`config.mk`:
```
export PLATFORM = sky130hd
export DESIGN_NAME = wb_rc_capture
export DESIGN_NICKNAME = d
export VERILOG_FILES = /design/src/rtl/wb_rc_capture_pkg.sv /design/src/rtl/wb_rc_capture_ch.sv /design/src/rtl/wb_rc_capture.sv
export SDC_FILE = /design/constraint.sdc
export NUM_CORES = 1
export LEC_CHECK = 0
export ABC_AREA = 0
export ABC_CLOCK_PERIOD_IN_PS = 4800
export CORE_ASPECT_RATIO = 1.25
export CORE_MARGIN = 5
export CORE_UTILIZATION = 60
export CTS_BUF_LIST = sky130_fd_sc_hd__clkbuf_8
export CTS_CLUSTER_DIAMETER = 200
export CTS_CLUSTER_SIZE = 40
export DETAILED_ROUTE_END_ITERATION = 8
export GPL_ROUTABILITY_DRIVEN = 0
export HOLD_SLACK_MARGIN = 0.05
export PLACE_DENSITY_LB_ADDON = 0.12
export SLEW_MARGIN = 20
export SYNTH_ARGS = -nofsm -noshare
export SYNTH_HDL_FRONTEND = slang
export SYNTH_SLANG_ARGS = --single-unit
```
`constraint.sdc`:
```
create_clock -name clk -period 4.8 [get_ports clk]
set_clock_uncertainty 0.2 [all_clocks]
set_input_delay 0.96 -clock clk [delete_from_list [all_inputs] [get_ports clk]]
set_output_delay 0.96 -clock clk [all_outputs]
set_load 0.005 [all_outputs]
```
`src/rtl/wb_rc_capture_pkg.sv`:
```
// wb_rc_capture_pkg: register map, channel sizing and channel state type for the RC capture block.
package wb_rc_capture_pkg;
    localparam int CH_NUM = 4;
    localparam int WIDTH_W = 16;
    localparam logic [2:0] ADR_STATUS = 3'd0;
    localparam logic [2:0] ADR_WIDTH0 = 3'd1;
    localparam logic [2:0] ADR_WIDTH1 = 3'd2;
    localparam logic [2:0] ADR_WIDTH2 = 3'd3;
    localparam logic [2:0] ADR_WIDTH3 = 3'd4;
    localparam logic [2:0] ADR_CTRL = 3'd5;
    localparam logic [2:0] ADR_ERR = 3'd6;
    typedef enum logic {WAIT_RISE, MEASURE} ch_state_e;
endpackage

```
`src/rtl/wb_rc_capture_ch.sv`:
```
// wb_rc_capture_ch: one RC channel - synchroniser, edge detect, high-time FSM, range check, loss timeout.
module rc_capture_ch
    import wb_rc_capture_pkg::*;
#(
    parameter int MIN_WIDTH_US = 800,
    parameter int MAX_WIDTH_US = 2200,
    parameter int TIMEOUT_US = 100000
) (
    input  logic               clk,
    input  logic               reset,
    input  logic               rc_i,
    input  logic               tick_i,
    input  logic               en_i,
    output logic               valid_o,
    output logic               lost_o,
    output logic               err_o,
    output logic [WIDTH_W-1:0] width_o
);
    localparam logic [WIDTH_W-1:0] MIN_W = WIDTH_W'(MIN_WIDTH_US);
    localparam logic [WIDTH_W-1:0] MAX_W = WIDTH_W'(MAX_WIDTH_US);
    localparam logic [WIDTH_W-1:0] CNT_SAT = WIDTH_W'(MAX_WIDTH_US + 1);
    localparam logic [16:0] TO_MAX = 17'(TIMEOUT_US);

    ch_state_e state_q, state_d;
    logic [2:0] sync_q;
    logic [WIDTH_W-1:0] cnt_q, cnt_d, width_q, width_d;
    logic [16:0] to_q, to_d;
    logic valid_q, valid_d, lost_q, lost_d;
    logic rise, fall, in_range;

    // sync_q = {edge reference, 2nd sync, 1st sync}; all reset high so a line high at reset is no rise
    assign rise = sync_q[1] & ~sync_q[2];
    assign fall = ~sync_q[1] & sync_q[2];
    assign in_range = cnt_q >= MIN_W && cnt_q <= MAX_W;

    always_comb begin
        state_d = state_q;
        cnt_d = cnt_q;
        width_d = width_q;
        valid_d = valid_q;
        lost_d = lost_q;
        to_d = to_q;
        err_o = 1'b0;
        if (!en_i) begin
            state_d = WAIT_RISE;
        end else begin
            to_d = tick_i && to_q != TO_MAX ? to_q + 17'd1 : to_q;
            if (to_q == TO_MAX) begin
                valid_d = 1'b0;
                lost_d = 1'b1;
            end
            if (state_q == WAIT_RISE) begin
                if (rise) begin
                    cnt_d = '0;
                    state_d = MEASURE;
                end
            end else if (fall) begin
                state_d = WAIT_RISE;
                if (in_range) begin
                    width_d = cnt_q;
                    valid_d = 1'b1;
                    lost_d = 1'b0;
                    to_d = '0;
                end else begin
                    err_o = 1'b1;
                end
            end else if (tick_i && cnt_q != CNT_SAT) begin
                cnt_d = cnt_q + 1'b1;
            end
        end
    end

    always_ff @(posedge clk) begin
        if (reset) begin
            state_q <= WAIT_RISE;
            sync_q <= 3'b111;
            cnt_q <= '0;
            width_q <= '0;
            to_q <= '0;
            valid_q <= 1'b0;
            lost_q <= 1'b0;
        end else begin
            state_q <= state_d;
            sync_q <= {sync_q[1:0], rc_i};
            cnt_q <= cnt_d;
            width_q <= width_d;
            to_q <= to_d;
            valid_q <= valid_d;
            lost_q <= lost_d;
        end
    end

    assign valid_o = valid_q;
    assign lost_o = lost_q;
    assign width_o = width_q;
endmodule

```
`src/rtl/wb_rc_capture.sv`:
```
// wb_rc_capture: Wishbone slave measuring the high time in us of four RC receiver PWM inputs.
module wb_rc_capture
    import wb_rc_capture_pkg::*;
#(
    parameter int CLKS_PER_US = 50,
    parameter int MIN_WIDTH_US = 800,
    parameter int MAX_WIDTH_US = 2200,
    parameter int TIMEOUT_US = 100000
) (
    input  logic        clk,
    input  logic        reset,
    input  logic        wb_stb_i,
    input  logic        wb_cyc_i,
    output logic        wb_ack_o,
    input  logic        wb_we_i,
    input  logic [31:0] wb_adr_i,
    input  logic [3:0]  wb_sel_i,
    input  logic [31:0] wb_dat_i,
    output logic [31:0] wb_dat_o,
    input  logic [3:0]  rc_in
);
    localparam int PW = CLKS_PER_US > 1 ? $clog2(CLKS_PER_US) : 1;
    localparam logic [PW-1:0] PRE_LAST = PW'(CLKS_PER_US - 1);

    logic [PW-1:0] pre_q, pre_d;
    logic [CH_NUM-1:0] en_q, en_d, err_q, err_d, clr, err_p, valid, lost;
    logic [WIDTH_W-1:0] width [CH_NUM];
    logic [31:0] dat_q, dat_d, rdata;
    logic ack_q, req, acc, wr, tick;
    logic [2:0] sel;
    logic [1:0] wi;
    logic unused_bits;

    assign unused_bits = ^{wb_sel_i, wb_adr_i[31:5], wb_adr_i[1:0], wb_dat_i[31:12], wb_dat_i[7:4]};

    assign tick = pre_q == PRE_LAST;
    assign pre_d = tick ? '0 : pre_q + 1'b1;

    for (genvar n = 0; n < CH_NUM; n++) begin : g_ch
        rc_capture_ch #(
            .MIN_WIDTH_US(MIN_WIDTH_US),
            .MAX_WIDTH_US(MAX_WIDTH_US),
            .TIMEOUT_US(TIMEOUT_US)
        ) u_ch (
            .clk(clk),
            .reset(reset),
            .rc_i(rc_in[n]),
            .tick_i(tick),
            .en_i(en_q[n]),
            .valid_o(valid[n]),
            .lost_o(lost[n]),
            .err_o(err_p[n]),
            .width_o(width[n])
        );
    end

    // accesses take effect in the clk that raises ack; ack_q blocks a back-to-back ack
    assign req = wb_stb_i & wb_cyc_i;
    assign acc = req & ~ack_q;
    assign wr = acc & wb_we_i;
    assign sel = wb_adr_i[4:2];
    assign wi = 2'(sel - ADR_WIDTH0);

    always_comb begin
        en_d = wr && sel == ADR_CTRL ? wb_dat_i[3:0] : en_q;
        clr = wr && sel == ADR_CTRL ? wb_dat_i[11:8] : '0;
        err_d = (err_q & ~clr) | err_p;
        rdata = sel == ADR_STATUS ? {24'd0, lost, valid}
              : sel == ADR_CTRL ? {28'd0, en_q}
              : sel == ADR_ERR ? {28'd0, err_q}
              : sel >= ADR_WIDTH0 && sel <= ADR_WIDTH3 ? {{(32 - WIDTH_W){1'b0}}, width[wi]}
              : 32'd0;
        dat_d = acc && !wb_we_i ? rdata : dat_q;
    end

    always_ff @(posedge clk) begin
        if (reset) begin
            pre_q <= '0;
            en_q <= 4'hF;
            err_q <= '0;
            dat_q <= '0;
            ack_q <= 1'b0;
        end else begin
            pre_q <= pre_d;
            en_q <= en_d;
            err_q <= err_d;
            dat_q <= dat_d;
            ack_q <= acc;
        end
    end

    assign wb_ack_o = req & ack_q;
    assign wb_dat_o = dat_q;
endmodule

```
==> impl_metrics.ini, run 1 <==
[grt]
grt.total_usage_pct = 23.8
grt_pass1_vias = 9337
grt_max_degree = 56
grt_pass1_wl_mm = 45.9
antenna_found_initial = 0
grt-ovfl-total = 0

[critical_path]
endpoint = wb_dat_o[11]
crit_buf_inv = 3
slowest_delay_ns = 0.61
arrival_ns = 3.61
cp_slowest_cell = a2111oi_2
rr_endpoint = g_ch[2].u_ch.cnt_q[15]
r2r_cells = 7
crit_start = wb_adr_i[2]
startpoint_type = input pin
reg2reg_from = pre_q[0]
cp_cell_sequence = clkdlybuf4s50_1 > buf_4 > ha_1 > or4_1 > o21ai_0 > a2111oi_2 > buf_4 > a22oi_1 > nor2_1
crit_fanout = 18
cpMostUsedCell = buf_4
crit_type = input pin to register
reg2reg_slack_ns = 1.69
crit_required_ns = 5.10
end_kind = register
cp_num_cells = 9
critPathTopFamily = buffers and inverters

[power]
p_leak_uw = 0.00425
ir_drop_mv = 0.248
p_per_area_mw_per_mm2 = 242

[floorplanning]
pin_count = 110
die_x_um = 137
rows = 58
dieArea_sq_mm = 0.0232
core_sq_mm = 0.0200
die_h_um = 169
floorplan.initialDensity_pct = 60.7

[finish]
design_area_sq_mm = 0.0128
nets = 1493
drive_gt1_share_pct = 7.19
final_common_cell = dfxtp_1
fin_util_pct = 63.8
diodes = 0
fillCellCount = 1797
syn2layout_area_growth_pct = 4.99
layout_common_cells = 251 x dfxtp_1, 134 x nor2_1, 104 x a21oi_1, 99 x nand2_1, 89 x nand4_1

[timing]
hold_violations = 0
min_period_ns = 3.31
max_slew_margin_pct = 36.1
final-max-slew-violation-count = 0
fin_crit_sh_pct = 69.0
tightest_slew_ns = 0.952
setup_viol = 0
max_freq_ghz = 0.302
tns_ns = 0
rsz0062_at_grt = false

[status]
run_status = completed

[drt]
dr.pass1.iters = 5
routed_wl_mm = 27.7
viasPerCell = 6.07
drtIter0Drc = 584
final_antenna_net_count = 0
wire_per_inst_um = 16.7
drc = 0
vias = 10100

[place]
port_buffers = 36
dpl_cell_area_sq_mm = 0.0126
hpwl_mm = 19.9

[cts]
cts_tree = yes
cts_root_buf = clkbuf_8
clk_path_buf_depth = 3
holdBufCountCts = 0
post_cts_resize_count = 0
insertion_delay_ns = 0.56
clock_sinks = 251
cts_buffers = 10
clk_pin_slew_ns = 0.22
htree_num_levels = 1
post_cts_buffers = 0

[yosys]
synth_top_family_by_area = simple AND/OR/NAND/NOR gates
synth_xor_area_share_pct = 4.90
seq_area_frac_synth_pct = 41.3
synth_area_sq_mm = 0.0122
synth_flop_cell = dfxtp_1
yosys.area.top_type = dfxtp_1
synthSimpleGateAreaFrac_pct = 26.8
synth_seq_cells = 251
synth_edf_count = 0
yosysUniqueCellTypes = 82
synth_area_leaders = dfxtp_1 41%, nand4_1 4.6%, a21oi_1 4.3%, nor2_1 4.1%, o21ai_0 3.5%
ys_warn_count = 0
synthAdderAreaFrac_pct = 2.57
ys_async_sr_fraction_pct = 0
postSynthAreaPerCell_sq_um = 8.65
muxShareOfSynthArea_pct = 4.77
synth_compound_area_share_pct = 14.2
netlist_instances = 1407
yosys.area.top_type_share_pct = 41.3

[hold_path]
hold_path.class = register to register

[run]
cap_viol_max_count = 0
-- through the flow --
stage	worst slack [ns]	cells	total power, uW	hold slack, ns
after global routing	1.31	1661	3210	0.261
after CTS	1.55	1661	3120	0.236
final	1.49	1661	3100	0.233
after detailed placement	0.956	1649	2290	0.193
after floorplan	0.947	1422	2250	0.189
after global placement	1.03	1649	2280	0.194
-- synth_stat cells (all sizes together), types with 3 or more instances --
cell type,count
ha,25
and3,30
nor2,135
o21bai,3
or4,20
and4b,9
nor3,28
or2,23
mux2i,22
o31a,3
or3,33
clkbuf,64
o211ai,17
nand2,100
a31oi,7
inv,48
nor2b,4
o21ai,89
nand3b,5
a22oi,8
nand3,63
buf,33
a21oi,107
o21a,4
nor4bb,7
or4b,3
mux4,16
and2,12
a211oi,4
xnor2,35
and4,11
o31ai,7
a2111o,7
nor4,11
nor4b,8
nand4,89
o2111ai,5
dfxtp,251
xor2,33
-- registers in the layout, summed over array words and instances, names as in the netlist --
name	flops
wb_dat_o	16
en_q	4
g_ch.u_ch.lost_o	4
g_ch.u_ch.width_o	64
g_ch.u_ch.cnt_q	64
g_ch.u_ch.sync_q	12
err_q	4
pre_q	6
g_ch.u_ch.valid_o	4
ack_q	1
g_ch.u_ch.state_q	4
g_ch.u_ch.to_q	68
-- cell type report --
class                   count  area [sq um]  share of cell area [%]
clock inverters             1          30.0                   0.235
inverters                  48           180                    1.41
flip-flops and latches    251          5020                    39.3
clock buffers              11           151                    1.19
multi-input cells        1026          6560                    51.3
repair buffers             54           493                    3.86
well taps                 270           338                    2.64
-- power by group --
group | internal, uW | total (uW) | switching, uW
clock network | 222 | 850 | 628
registers | 2100 | 2110 | 9.11
logic | 49.6 | 138 | 88.5
total | 2370 | 3100 | 725
-- cell families after synthesis --
| kind of cell | count (synthesis) |
|---|---|
| AO/OA/AOI/OAI | 280 |
| XOR/XNOR | 68 |
| adder cells (fa/ha/maj) | 25 |
| buffers and inverters | 145 |
| flip-flops | 251 |
| multiplexers | 38 |
| other | 1 |
| AND/OR/NAND/NOR | 599 |
-- layer usage --
metal | global-route usage [%] | share of wire (%) | vias up | wire length (um)
li1 | - | - | 5032 | -
met2 | 40.3 | 48 | 202 | 13200
met5 | 0 | 0 | - | 0
met4 | 6.51 | 2.5 | 0 | 707
met3 | 2.52 | 4.5 | 39 | 1240
met1 | 32.3 | 45 | 4813 | 12600
-- worst min-delay path by stage --
| stage | startpoint | endpoint | slack [ns] | depth (start not counted) |
|---|---|---|---|---|
| 3_3_place_gp | g_ch[1].u_ch.sync_q[0] | g_ch[1].u_ch.sync_q[1] | 0.19 | 1 |
| 2_1_floorplan | g_ch[0].u_ch.sync_q[0] | g_ch[0].u_ch.sync_q[1] | 0.19 | 1 |
| 5_1_grt | g_ch[2].u_ch.width_o[13] | g_ch[2].u_ch.width_o[13] | 0.26 | 2 |
| 3_5_place_dp | g_ch[0].u_ch.sync_q[0] | g_ch[0].u_ch.sync_q[1] | 0.19 | 1 |
| 6_report | g_ch[2].u_ch.sync_q[0] | g_ch[2].u_ch.sync_q[1] | 0.23 | 1 |
| 4_1_cts | g_ch[2].u_ch.sync_q[0] | g_ch[2].u_ch.sync_q[1] | 0.24 | 1 |
Note: power is estimated with default switching activity, not from simulation.
==> run 2: changes to the inputs <==
Settings changed: ABC_CLOCK_PERIOD_IN_PS 4800 to 3000, CORE_UTILIZATION 60 to 54.
Clock period 4.8 ns to 3 ns, I/O delays scaled along.
==> run 2 against run 1 <==
Effect of this change:
- worst setup slack worse by 1.2 ns
- final cell count up 3.4%
- first-iteration DRC count up 8.9%
- largest cell class unchanged
- highest routed layer unchanged
==> impl_metrics.ini, run 2 (synthesis gave the netlist of run 1 again) <==
[timing]
min_period_ns = 2.75
tightest_slew_ns = 0.991
rsz0062_at_grt = false
max_slew_margin_pct = 33.6
setup_viol = 0
final-max-slew-violation-count = 0
max_freq_ghz = 0.364
tns_ns = 0
fin_crit_sh_pct = 91.5
hold_violations = 0

[critical_path]
startpoint_type = register
slowest_delay_ns = 0.81
critPathTopFamily = compound AO/OA/AOI/OAI gates
arrival_ns = 3.06
cp_slowest_cell = a31oi_1
crit_type = register to register
end_kind = register
crit_buf_inv = 1
cp_cell_sequence = nor4_1 > nand4b_1 > a31oi_1 > buf_4 > o21ai_0 > a21oi_1
crit_fanout = 15
crit_required_ns = 3.32

[grt]
grt_pass1_vias = 9367
antenna_found_initial = 0
grt_max_degree = 48
grt.total_usage_pct = 22.4
grt_pass1_wl_mm = 47.4
grt-ovfl-total = 0

[cts]
cts_root_buf = clkbuf_8
clk_path_buf_depth = 3
holdBufCountCts = 0
post_cts_resize_count = 0
cts_buffers = 10
cts_tree = yes
htree_num_levels = 1
clock_sinks = 251
post_cts_buffers = 0
clk_pin_slew_ns = 0.22
insertion_delay_ns = 0.56

[finish]
nets = 1537
largest_register_ffs = 68
diodes = 0
final_common_cell = dfxtp_1
layout_common_cells = 251 x dfxtp_1, 134 x nor2_1, 104 x a21oi_1, 99 x nand2_1, 89 x nand4_1
drive_gt1_share_pct = 10.0
syn2layout_area_growth_pct = 7.84
regMostFlops = g_ch.u_ch.to_q

[floorplanning]
floorplan.initialDensity_pct = 54.8
dieArea_sq_mm = 0.0256
die_x_um = 144
core_sq_mm = 0.0222
rows = 61
pin_count = 110
die_h_um = 178

[power]
finalPower_uw = 4970
power.internal_uw = 3810
p_comb_share_pct = 4.9
pwr-share-clk_pct = 27.3
p_per_area_mw_per_mm2 = 379
switchingPower_uw = 1160
ir_drop_mv = 0.386
switching_share_pct = 23.3
power_frac_seq_pct = 67.9
p_leak_uw = 0.00447

[drt]
dr.pass1.iters = 5
vias = 10200
wire_per_inst_um = 16.8
viasPerCell = 5.92
final_antenna_net_count = 0
drtIter0Drc = 636
drc = 0
routed_wl_mm = 28.8

[run]
cap_viol_max_count = 0

[hold_path]
hold_path.class = input pin to register

[place]
port_buffers = 36
hpwl_mm = 21.2

[status]
run_status = completed
## run 2: final timing paths
check | startpoint | slack, ns | depth (start not counted) | endpoint
worst min-delay path | reset | 0.16 | 2 | g_ch[1].u_ch.cnt_q[0]
worst min register to register | g_ch[3].u_ch.sync_q[0] | 0.24 | 1 | g_ch[3].u_ch.sync_q[1]
worst max-delay path | g_ch[3].u_ch.cnt_q[12] | 0.25 | 6 | g_ch[3].u_ch.cnt_q[5]
worst max register to register | g_ch[3].u_ch.cnt_q[12] | 0.25 | 6 | g_ch[3].u_ch.cnt_q[5]
## run 2: layout make-up
class | count | area, sq um
fillers | 2055 | 9090
multi-input cells | 1026 | 6560
flip-flops and latches | 251 | 5020
repair buffers | 98 | 823
well taps | 283 | 354
inverters | 48 | 180
clock buffers | 11 | 151
clock inverters | 1 | 30.0
## run 2: per-stage QoR
stage / utilization, % / worst slack (ns) / instance area, sq um / hold WS (ns) / instances
after global routing: 59.1 / 0.0673 / 13100 / 0.134 / 1718
after global placement: 58.3 / 0.00321 / 12900 / 0.192 / 1706
final: 59.1 / 0.254 / 13100 / 0.157 / 1718
after floorplan: - / 0.0955 / 12200 / 0.189 / 1422
after detailed placement: 58.3 / -0.0435 / 12900 / 0.196 / 1706
after CTS: 59.1 / 0.266 / 13100 / 0.130 / 1718
## run 2: routing by layer
metal  share of wire, %  global-route usage (%)  vias to the layer above
li1                   -                       -                     5120
met1                 46                    30.8                     4827
met2                 48                    37.5                      179
met3                3.7                    2.24                       40
met4                2.4                    6.18                        0
met5                  0                       0                        -
## run 2: power by group through the flow
stage	Combinational, uW	Clock (uW)	Sequential (uW)
finish	241	1350	3370
global route	263	1550	3380
CTS	241	1410	3370
detailed placement	240	0	3440
global placement	238	0	3440
floorplan	162	0	3430
==> run 3: changes to the inputs <==
Settings changed: CTS_CLUSTER_DIAMETER 200 to 80.
==> run 3 against run 2 <==
Effect of this change:
- critical path depth unchanged
- highest routed layer unchanged
- global-route usage barely moved
- die area unchanged
- critical path type unchanged
- largest power group unchanged
- sequential share of layout area down 0.27 points
- largest cell class unchanged
==> impl_metrics.ini, run 3 (synthesis gave the netlist of run 1 again) <==
[status]
run_status = completed

[timing]
min_period_ns = 2.73
max_freq_ghz = 0.366
hold_violations = 0
tightest_slew_ns = 0.979
setup_ws_ns = 0.267
fin_crit_sh_pct = 91.1
setup_viol = 0
whs_ns = 0.184
rsz0062_at_grt = false
max_slew_margin_pct = 34.4
final-max-slew-violation-count = 0

[critical_path]
cp_slowest_cell = a31oi_1
critPathTopFamily = compound AO/OA/AOI/OAI gates
startpoint_type = register
crit_fanout = 15
endpoint = g_ch[3].u_ch.cnt_q[5]
rr_endpoint = g_ch[3].u_ch.cnt_q[5]
r2r_cells = 6
crit_required_ns = 3.26
end_kind = register
cp_cell_sequence = nor4_1 > nand4b_1 > a31oi_1 > buf_4 > o21ai_0 > a21oi_1
crit_start = g_ch[3].u_ch.cnt_q[12]
cp_num_cells = 6
crit_type = register to register
arrival_ns = 2.99
slowest_delay_ns = 0.81
reg2reg_slack_ns = 0.27
reg2reg_from = g_ch[3].u_ch.cnt_q[12]
crit_buf_inv = 1

[floorplanning]
dieArea_sq_mm = 0.0256
die_x_um = 144
pin_count = 110
die_h_um = 178
rows = 61
core_sq_mm = 0.0222
floorplan.initialDensity_pct = 54.8

[power]
p_comb_share_pct = 4.6
p_leak_uw = 0.00452
switchingPower_uw = 1290
p_per_area_mw_per_mm2 = 396
pwr-share-clk_pct = 31.0
switching_share_pct = 24.6
ir_drop_mv = 0.269
power_frac_seq_pct = 64.4
power.internal_uw = 3940

[cts]
htree_num_levels = 1
clock_sinks = 251
cts_buffers = 13
holdBufCountCts = 0
insertion_delay_ns = 0.57
cts_tree = yes
post_cts_buffers = 0
clk_pin_slew_ns = 0.20
clk_path_buf_depth = 3
cts_root_buf = clkbuf_8
post_cts_resize_count = 0

[finish]
design_area_sq_mm = 0.0132
largest_register_ffs = 68
fin_util_pct = 59.5
nets = 1540
diodes = 0
regMostFlops = g_ch.u_ch.to_q
syn2layout_area_growth_pct = 8.60
drive_gt1_share_pct = 10.5
layout_common_cells = 251 x dfxtp_1, 134 x nor2_1, 104 x a21oi_1, 99 x nand2_1, 89 x nand4_1
final_common_cell = dfxtp_1
instances_no_fill = 1726

[grt]
grt.total_usage_pct = 22.4
grt_pass1_wl_mm = 47.6
grt_pass1_vias = 9430
grt_max_degree = 48
grt-ovfl-total = 0
antenna_found_initial = 0

[drt]
vias = 10300
wire_per_inst_um = 16.8
final_antenna_net_count = 0
routed_wl_mm = 29.0
viasPerCell = 5.95
dr.pass1.iters = 5
drtIter0Drc = 570
drc = 0

[place]
place_inst = 1706
dpl_cell_area_sq_mm = 0.0129
post-place-ws_ns = -0.0435
port_buffers = 36
hpwl_mm = 21.2

[hold_path]
hold_path.class = input pin to register

[run]
cap_viol_max_count = 0
## run 3: cell types whose count changed in the layout (fill, tap and decap cells not counted)
cell	before	now
clkinv_8	0	2
inv_12	0	1
clkbuf_8	11	14
inv_6	0	1
clkinv_16	1	0
inv_16	0	1
inv_1	48	49
## run 3: final cells by class
type                    instances  area [sq um]
multi-input cells            1026          6560
repair buffers                 98           823
clock buffers                  14           193
fillers                      2043          9000
well taps                     283           354
inverters                      48           180
clock inverters                 6          81.3
flip-flops and latches        251          5020
## run 3: layer usage
| metal | part of all wire (%) | GRT usage [%] | up-vias |
|---|---|---|---|
| li1 | - | - | 5135 |
| met1 | 46 | 30.6 | 4906 |
| met2 | 48 | 38.4 | 194 |
| met3 | 4.1 | 2.29 | 35 |
| met4 | 1.9 | 5.17 | 0 |
| met5 | 0 | 0 | - |
## run 3: worst min path at each step
stage / start / to / slack (ns) / depth (start not counted)
floorplan: g_ch[0].u_ch.sync_q[0] / g_ch[0].u_ch.sync_q[1] / 0.19 / 1
global placement: g_ch[3].u_ch.sync_q[0] / g_ch[3].u_ch.sync_q[1] / 0.19 / 1
detailed placement: g_ch[2].u_ch.sync_q[0] / g_ch[2].u_ch.sync_q[1] / 0.20 / 1
CTS: reset / g_ch[0].u_ch.width_o[1] / 0.15 / 2
global route: reset / g_ch[0].u_ch.width_o[11] / 0.15 / 2
finish: reset / g_ch[0].u_ch.width_o[11] / 0.18 / 2
## run 3: per-stage QoR
step           total power [uW]  TNS (ns)
2_1_floorplan              3590         0
3_5_place_dp               3680    -0.233
5_1_grt                    5430         0
3_3_place_gp               3670         0
4_1_cts                    5280         0
6_report                   5230         0
## run 3: power groups by stage
stage                     logic, uW  clock network (uW)  registers (uW)
final                           241                1620            3370
after global routing            263                1800            3370
after detailed placement        240                   0            3440
after global placement          238                   0            3440
after floorplan                 162                   0            3430
after CTS                       241                1670            3370
## run 3: worst register-to-register path: cells and delay by family, from the launching register on
kind	cells	cell delay (ns)
AO/OA/AOI/OAI	3	1.05
AND/OR/NAND/NOR	2	0.78
flip-flops	1	0.38
buffers and inverters	1	0.29
